## config.mk

```make
export PLATFORM = sky130hd
export DESIGN_NAME = vga_pixel_out
export DESIGN_NICKNAME = d
export VERILOG_FILES = /design/src/rtl/vga_pixel_out.sv
export SDC_FILE = /design/constraint.sdc
export NUM_CORES = 1
export LEC_CHECK = 0
export CORE_UTILIZATION = 50
export CTS_CLUSTER_SIZE = 20
export DETAILED_ROUTE_END_ITERATION = 8
export GPL_TIMING_DRIVEN = 0
export PLACE_DENSITY = 0.78
export SKIP_CTS_REPAIR_TIMING = 1
export SLEW_MARGIN = 0
export SYNTH_ARGS = -nofsm -noshare
export SYNTH_HDL_FRONTEND = slang
export SYNTH_SLANG_ARGS = --single-unit
```

## constraint.sdc

```tcl
create_clock -name clk -period 7.15 [get_ports clk]
set_clock_uncertainty 0.1 [all_clocks]
set_input_delay 2.145 -clock clk [delete_from_list [all_inputs] [get_ports clk]]
set_output_delay 2.145 -clock clk [all_outputs]
set_load 0.05 [all_outputs]
```

## src/rtl/vga_pixel_out.sv

```systemverilog
// vga_pixel_out: buffers upstream pixels in a small synchronous FIFO and
// replays them to the VGA pins, one entry per pixel_tick (clk / PIXEL_DIV).
// FILL waits until START_LEVEL pixels are buffered; RUN pops one per tick
// and falls back to FILL on underflow.
// Optional: define VGA_PIXEL_OUT_STATS_EN to enable the saturating 16-bit
// underflow/overflow event counters (otherwise they read constant 0).
module vga_pixel_out #(
    parameter int   COLOR_BITS     = 4,
    parameter int   META_BITS      = 4,
    parameter int   FIFO_ADDR_SIZE = 4,
    parameter int   PIXEL_DIV      = 4,
    parameter int   HIGH_WATER     = 10,
    parameter int   START_LEVEL    = 8,
    parameter logic SYNC_IDLE      = 1'b1
) (
    input  logic                  clk,
    input  logic                  reset,
    input  logic                  s_valid,
    output logic                  s_enable,
    input  logic                  s_hsync,
    input  logic                  s_vsync,
    input  logic [COLOR_BITS-1:0] s_red,
    input  logic [COLOR_BITS-1:0] s_grn,
    input  logic [COLOR_BITS-1:0] s_blu,
    input  logic [META_BITS-1:0]  s_meta,
    output logic                  vga_hsync,
    output logic                  vga_vsync,
    output logic [COLOR_BITS-1:0] vga_red,
    output logic [COLOR_BITS-1:0] vga_grn,
    output logic [COLOR_BITS-1:0] vga_blu,
    output logic [META_BITS-1:0]  vga_meta,
    output logic                  pixel_tick,
    output logic                  underflow,
    output logic                  overflow,
    output logic [15:0]           underflow_count,
    output logic [15:0]           overflow_count
);

    localparam int AW    = FIFO_ADDR_SIZE;
    localparam int LW    = AW + 1;
    localparam int DEPTH = 1 << AW;
    localparam int PW    = 2 + 3 * COLOR_BITS + META_BITS;
    localparam int CW    = (PIXEL_DIV > 1) ? $clog2(PIXEL_DIV) : 1;

    localparam logic [CW-1:0] DIV_LAST  = CW'(PIXEL_DIV - 1);
    localparam logic [LW-1:0] HW_LVL    = LW'(HIGH_WATER);
    localparam logic [LW-1:0] START_LVL = LW'(START_LEVEL);
    localparam logic [LW-1:0] DEPTH_LVL = LW'(DEPTH);
    // Blank pixel: sync lines at their idle level, colour and meta zero.
    localparam logic [PW-1:0] IDLE_PIX  = {SYNC_IDLE, SYNC_IDLE, {(PW-2){1'b0}}};

    typedef enum logic {S_FILL, S_RUN} state_t;

    state_t          state, state_nxt;
    logic [CW-1:0]   div_cnt;
    logic [LW-1:0]   wr_ptr, rd_ptr, level;
    logic [PW-1:0]   mem [DEPTH];
    logic [PW-1:0]   pix_in;
    logic [PW-1:0]   pix_p1;
    logic            full, empty;
    logic            pop, push, under_evt, over_evt;

    assign pix_in = {s_hsync, s_vsync, s_red, s_grn, s_blu, s_meta};
    assign level  = wr_ptr - rd_ptr;
    assign full   = (level == DEPTH_LVL);
    assign empty  = (wr_ptr == rd_ptr);

    // A pop in the same clk frees a slot, so a push at full is still accepted.
    assign push     = s_valid && (!full || pop);
    assign over_evt = s_valid && full && !pop;

    assign pixel_tick = (div_cnt == DIV_LAST);

    // Free-running pixel clock divider
    always_ff @(posedge clk or posedge reset) begin
        if (reset)
            div_cnt <= '0;
        else if (div_cnt == DIV_LAST)
            div_cnt <= '0;
        else
            div_cnt <= div_cnt + 1'b1;
    end

    // FSM state register
    always_ff @(posedge clk or posedge reset) begin
        if (reset)
            state <= S_FILL;
        else
            state <= state_nxt;
    end

    // FSM next state, pop request and underflow detection
    always_comb begin
        state_nxt = state;
        pop       = 1'b0;
        under_evt = 1'b0;
        case (state)
            S_FILL: begin
                if (pixel_tick && (level >= START_LVL)) begin
                    pop       = 1'b1;
                    state_nxt = S_RUN;
                end
            end
            S_RUN: begin
                if (pixel_tick) begin
                    if (empty) begin
                        under_evt = 1'b1;
                        state_nxt = S_FILL;
                    end else begin
                        pop = 1'b1;
                    end
                end
            end
            default: state_nxt = S_FILL;
        endcase
    end

    // FIFO storage write (data only, never reset)
    always_ff @(posedge clk) begin
        if (push)
            mem[wr_ptr[AW-1:0]] <= pix_in;
    end

    // FIFO pointers; the extra MSB distinguishes full from empty
    always_ff @(posedge clk or posedge reset) begin
        if (reset) begin
            wr_ptr <= '0;
            rd_ptr <= '0;
        end else begin
            if (push)
                wr_ptr <= wr_ptr + 1'b1;
            if (pop)
                rd_ptr <= rd_ptr + 1'b1;
        end
    end

    // Output pixel register: loads on pop, blanks on underflow, else holds
    always_ff @(posedge clk or posedge reset) begin
        if (reset)
            pix_p1 <= IDLE_PIX;
        else if (pop)
            pix_p1 <= mem[rd_ptr[AW-1:0]];
        else if (under_evt)
            pix_p1 <= IDLE_PIX;
    end

    assign {vga_hsync, vga_vsync, vga_red, vga_grn, vga_blu, vga_meta} = pix_p1;

    // Upstream flow control from the registered FIFO level
    always_ff @(posedge clk or posedge reset) begin
        if (reset)
            s_enable <= 1'b0;
        else
            s_enable <= (level < HW_LVL);
    end

    // Sticky error flags, cleared only by reset
    always_ff @(posedge clk or posedge reset) begin
        if (reset) begin
            underflow <= 1'b0;
            overflow  <= 1'b0;
        end else begin
            if (under_evt)
                underflow <= 1'b1;
            if (over_evt)
                overflow <= 1'b1;
        end
    end

`ifdef VGA_PIXEL_OUT_STATS_EN
    function automatic logic [15:0] sat_inc(input logic [15:0] v);
        return (v == 16'hFFFF) ? v : v + 16'd1;
    endfunction

    // Saturating event counters
    always_ff @(posedge clk or posedge reset) begin
        if (reset) begin
            underflow_count <= '0;
            overflow_count  <= '0;
        end else begin
            if (under_evt)
                underflow_count <= sat_inc(underflow_count);
            if (over_evt)
                overflow_count <= sat_inc(overflow_count);
        end
    end
`else
    assign underflow_count = '0;
    assign overflow_count  = '0;
`endif

endmodule

```

Yosys cells after proc, flatten, opt, wreduce, memory -nomap -nowiden

Memory sizes are Yosys's and may differ from the RTL's.
Index checks and enable logic that the tools add are counted.

Add/sub/neg operators: 4
$lt $le $gt $ge: 2
Bitwise operators: 1
Reductions and logical operators: 8
Multiplexer cells: 14
Equality and inequality tests: 3

Operators with widths:

| cell                                                              | number |
|---|---|
| two-way mux 18 bit                                                | 2 |
| adder 5 x 1 -> 5 bit, second input constant                       | 2 |
| two-way mux 1 bit                                                 | 9 |
| equality test 5 bit                                               | 1 |
| equality test 5 bit, second input constant                        | 1 |
| greater-or-equal comparator 5 x 4 -> 1 bit, second input constant | 1 |
| less-than comparator 5 x 4 -> 1 bit, second input constant        | 1 |
| subtractor 5 bit                                                  | 1 |
| logical AND 1 bit                                                 | 4 |
| one-hot mux 1 bit (2 select lines)                                | 2 |
| adder 2 x 1 -> 2 bit, second input constant                       | 1 |
| equality test 2 bit, second input constant                        | 1 |
| logical NOT 1 bit                                                 | 2 |
| two-way mux 2 bit                                                 | 1 |
| nonzero test 2 bit                                                | 1 |
| logical OR 1 bit                                                  | 1 |
| NOT 1 bit                                                         | 1 |

Bits of input ports: 21
Register bits: 34
RAM bits: 288
Memories kept: 1

Memories:

| name | depth | bits a word | read ports | clocked after memory_dff | write ports | RTL line | RTL |
|---|---|---|---|---|---|---|---|
| mem  | 16    | 18          | 1          | 0                        | 1           | 57       | `logic [PW-1:0] mem [DEPTH];` |

Longest topological paths before layout

Gate-level depths: netlist of the first run.

Depth after elaboration: 9
Depth in mapped cells: 11

Worst setup path before layout of the first run

OpenSTA, ideal clock, no wires.

Kind: input port to flip-flop
Start: input port s_valid
End: memory mem[0][0] (netlist bit) (enable)
Arrival time: 4.430 ns
Library setup time: 0.446 ns
Buffers on the path: 0
Slack: 2.174 ns
Data required time: 6.604 ns
Stages: 3
Path through: a21boi_1 > a22oi_2 > nor4b_1

Cells in the longest elaborated chain, start to end: 3

Ends and longest elaborated chain:

| element                                 | RTL line | RTL |
|---|---|---|
| start: declaration                      | 18       | `input logic s_valid,` |
| logical AND 1 bit                       | 69       | `assign push = s_valid && (!full \|\| pop);` |
| two-way mux 1 bit                       | 120      | `if (push)` |
| two-way mux 1 bit (implied by the code) | 121      | `mem[wr_ptr[AW-1:0]] <= pix_in;` |
| end: declaration                        | 57       |  |

Every way passes these cells.

Worst setup path after layout of the first run

Start: register rd_ptr[2]
End: memory mem[4][7] (netlist bit) (enable)

Cells in the longest elaborated chain, start to end: 9

Ends and longest elaborated chain:

| element                                    | RTL line | RTL |
|---|---|---|
| start: declaration                         | 56       | `logic [LW-1:0] wr_ptr, rd_ptr, level;` |
| start signal: assignment                   | 133      | `rd_ptr <= rd_ptr + 1'b1;` |
| subtractor 5 bit                           | 64       | `assign level = wr_ptr - rd_ptr;` |
| greater-or-equal comparator 5 x 4 -> 1 bit | 99       | `if (pixel_tick && (level >= START_LVL)) begin` |
| logical AND 1 bit                          | 99       |  |
| two-way mux 1 bit                          | 99       |  |
| one-hot mux 1 bit (2 select lines)         | 97       | `case (state)` |
| logical OR 1 bit *                         | 69       |  |
| logical AND 1 bit *                        | 69       |  |
| two-way mux 1 bit *                        | 120      |  |
| two-way mux 1 bit (implied by the code) *  | 121      |  |

Mark *: on every way between the ends. The rest lies on a longest branch, timed or not.

==> results of run 1 <==
metrics by stage:
step	area (µm²)	setup slack (ps)	power (µW)	util	hold WS [ps]
final	15400	2290	6670	0.607	325
after global routing	15400	2110	6950	0.607	354
after CTS	15400	2240	6710	0.607	330
after detailed placement	14400	2290	5080	0.567	321
after global placement	14000	-636	4890	0.551	315
after floorplan	13200	2170	4270	-	303
worst max-delay path by stage:
stage | from | endpoint | slack (ps)
2_1_floorplan | s_valid | mem[0][0] | 2170
3_3_place_gp | s_valid | mem[0][5] | -640
3_5_place_dp | s_valid | mem[4][6] | 2290
4_1_cts | rd_ptr[2] | mem[4][7] | 2240
5_1_grt | rd_ptr[2] | mem[5][4] | 2110
6_report | rd_ptr[2] | mem[4][7] | 2290
worst max-delay path, cell delays in order (launching register included):
cell     delay (ps)
dfrtp_1         360
buf_2           200
inv_2           280
buf_1           680
ha_1            430
and2b_1         230
o22ai_4         200
mux2i_1         510
a22oi_2         260
buf_6           220
nor3b_2         690
buf_6           260
buf_6           150
cells in the final DEF, fill, tap and decap left out, types with 13 or more instances in the layout:
cell type        Yosys  final
mux2i_1             35     35
clkdlybuf4s50_1      0     42
conb_1               1     32
buf_4               32     39
clkbuf_1             8     13
buf_6                1     21
dfrtp_1             32     32
edfxtp_1           288    288
nor2_1              20     18
clkbuf_16            0     30
mux4_2              72     72
buf_2               13     13
o22ai_1             18     18
where the power goes:
| part | internal (µW) | switching (µW) | total [µW] | leakage [µW] |
|---|---|---|---|---|
| combinational | 1040 | 1500 | 2540 | 0.00194 |
| sequential | 2410 | 112 | 2520 | 0.00301 |
| clock | 951 | 663 | 1610 | 0.000492 |
| total | 4400 | 2270 | 6670 | 0.00544 |
cells by family (layout without fill, tap and decap cells):
kind of cell / after synthesis / in the layout / share of synthesized area
fa+ha+maj: 11 / 11 / 0.0111
xor+xnor: 12 / 12 / 0.00920
flops: 322 / 322 / 0.728
mux: 126 / 126 / 0.170
simple gates: 59 / 59 / 0.0250
other cells: 1 / 32 / 0.000287
compound gates: 43 / 43 / 0.0236
buf+inv: 71 / 198 / 0.0328
flip-flops by register name, summed over array words and instances (netlist names):
register and cells:
div_cnt 2, state 1, underflow 1, pix_p1 18, mem 288, overflow 1
s_enable 1, wr_ptr 5, rd_ptr 5
routing by layer:
metal,global-route usage,part of all wire,up-vias
met4,0.0737,0.028,0
met5,0,0,-
met3,0.0401,0.092,55
li1,-,-,2827
met2,0.357,0.50,350
met1,0.286,0.38,3412
final cells by class:
class	count	area, µm²	share of cell area
buffer	61	390	0.0253
clock buffer	35	769	0.0499
clock inverter	21	243	0.0158
inverter	10	37.5	0.00244
multi-input combinational	283	3310	0.215
sequential	322	9500	0.617
tap	330	413	0.0268
timing repair buffer	71	741	0.0481
==> key figures, run 1 <==
Run status
  • Outcome: finished, final reports clean

Worst setup path
  • Crit-path max FO: 10
  • Req. time, crit path: 7320 ps
  • Crit Path Class: reg2reg
  • CP Data Arrival Time: 5030 ps
  • Critical R2R Launch: rd_ptr[2]
  • End of the worst register-to-register path: mem[4][7]
  • FF-to-FF path depth: 12
  • Crit start category: flop
  • Crit. End Element: flop
  • Reg2reg setup slack: 2290 ps

Floorplanning
  • Standard-cell row count: 58
  • I/O pin cnt: 75
  • Die W: 164 µm
  • Initial Util: 0.514
  • Die area: 0.0268 mm²
  • Core Region: 0.0254 mm²
  • Chip height: 164 µm

Yosys
  • Post-synth top area share: 0.663
  • Leading area contributor after synthesis: edfxtp_1
  • Most frequent cells after synthesis: edfxtp_1, mux4_2, mux2i_1
  • Post-synth EDFFs: 288
  • Dominant cell by count in the synthesized netlist: edfxtp_1
  • Most used DFF post-synth: edfxtp_1
  • Yosys cell types: 56
  • Yosys warns: 0
  • Post-synthesis cell area: 0.0131 mm²
  • Synth area leaders: edfxtp_1, mux4_2, dfrtp_1
  • Ys async rst share: 0.106
  • Syn Inst Count: 645
  • Mapped Avg Cell Area: 20.2 µm²
  • Synth Register Bits: 322
  • Register area share after synthesis: 0.728

Timing
  • Period utilisation layout: 0.680
  • RSZ-0062 raised after global routing: false
  • Slew Limit Fails: 0
  • Maximum clock frequency: 206 MHz
  • Fin Setup TNS: 0 ps
  • Final Hold Fails: 0
  • Slew HR: 0.242
  • Setup violations, final: 0
  • Worst Tran Pin Value: 1140 ps
  • Tmin final: 4860 ps

Hold path
  • Worst hold start: div_cnt[0]
  • Hold WC Path Type: reg2reg
  • Hold Path Sink: div_cnt[0]
  • Hold path cells: 1

GRT
  • All-layer global routing usage: 0.215
  • Initial antenna violation count: 1
  • First-pass GRT wire length: 41400 µm
  • Total gr overflow: 0
  • Pin count of the biggest net entering global routing: 35
  • Vias in the first global route: 6828

Route
  • DRT Pass-1 Iters: 5
  • WL per Instance: 24.5 µm
  • Vias: 6644
  • Via/cell ratio: 5.86
  • Drc violations: 0
  • Final antenna-violating net count: 0
  • Iter 0 DRT Violations: 566
  • Routed Wire Length: 27800 µm

CTS
  • Num CTS Buffers: 30
  • Clock buffer depth: 3
  • Deepest level of the CTS H-tree: 1
  • Clock insertion delay at the later pin of the skew report: 550 ps
  • Clk sinks: 322
  • CTS Root Cell: clkbuf_16
  • TritonCTS clock tree: yes
  • Clock transition at path regs: 60 ps

Layout
  • Share of layout cells above drive strength 1: 0.295
  • Cell Count, Final, Fillers Out: 1133
  • Nets: 811
  • Fillers: 1782
  • Inserted Diodes: 0
  • Synth-to-Final Area Change: 18.1%

Place
  • # port buffers: 42
  • Placed cells: 1077
  • RePlAce Congestion: 0.821
  • Post-DP HPWL: 18400 µm

Run
  • Max cap viols: 0

Power and ir drop
  • Peak supply drop: 0.000287 V
  • PwrDens: 433 mW/mm²
  • Leak Pwr: 0.00544 µW
Power figures use the tool's default switching activity.
==> run 2: changes to the inputs <==
clock period = 5.1 ns   (was 7.15 ns; I/O delays follow)
==> results of run 2 <==
The final DEF is identical to that of run 1. Status: finished, final reports clean.
Main changes from that run: setup slack after placement 2290 ps -> 255 ps; setup slack after layout 2290 ps -> 238 ps; register-to-register setup slack 2290 ps -> 240 ps; total power 6670 µW -> 9360 µW; worst IR drop on VDD 0.000287 V -> 0.000403 V
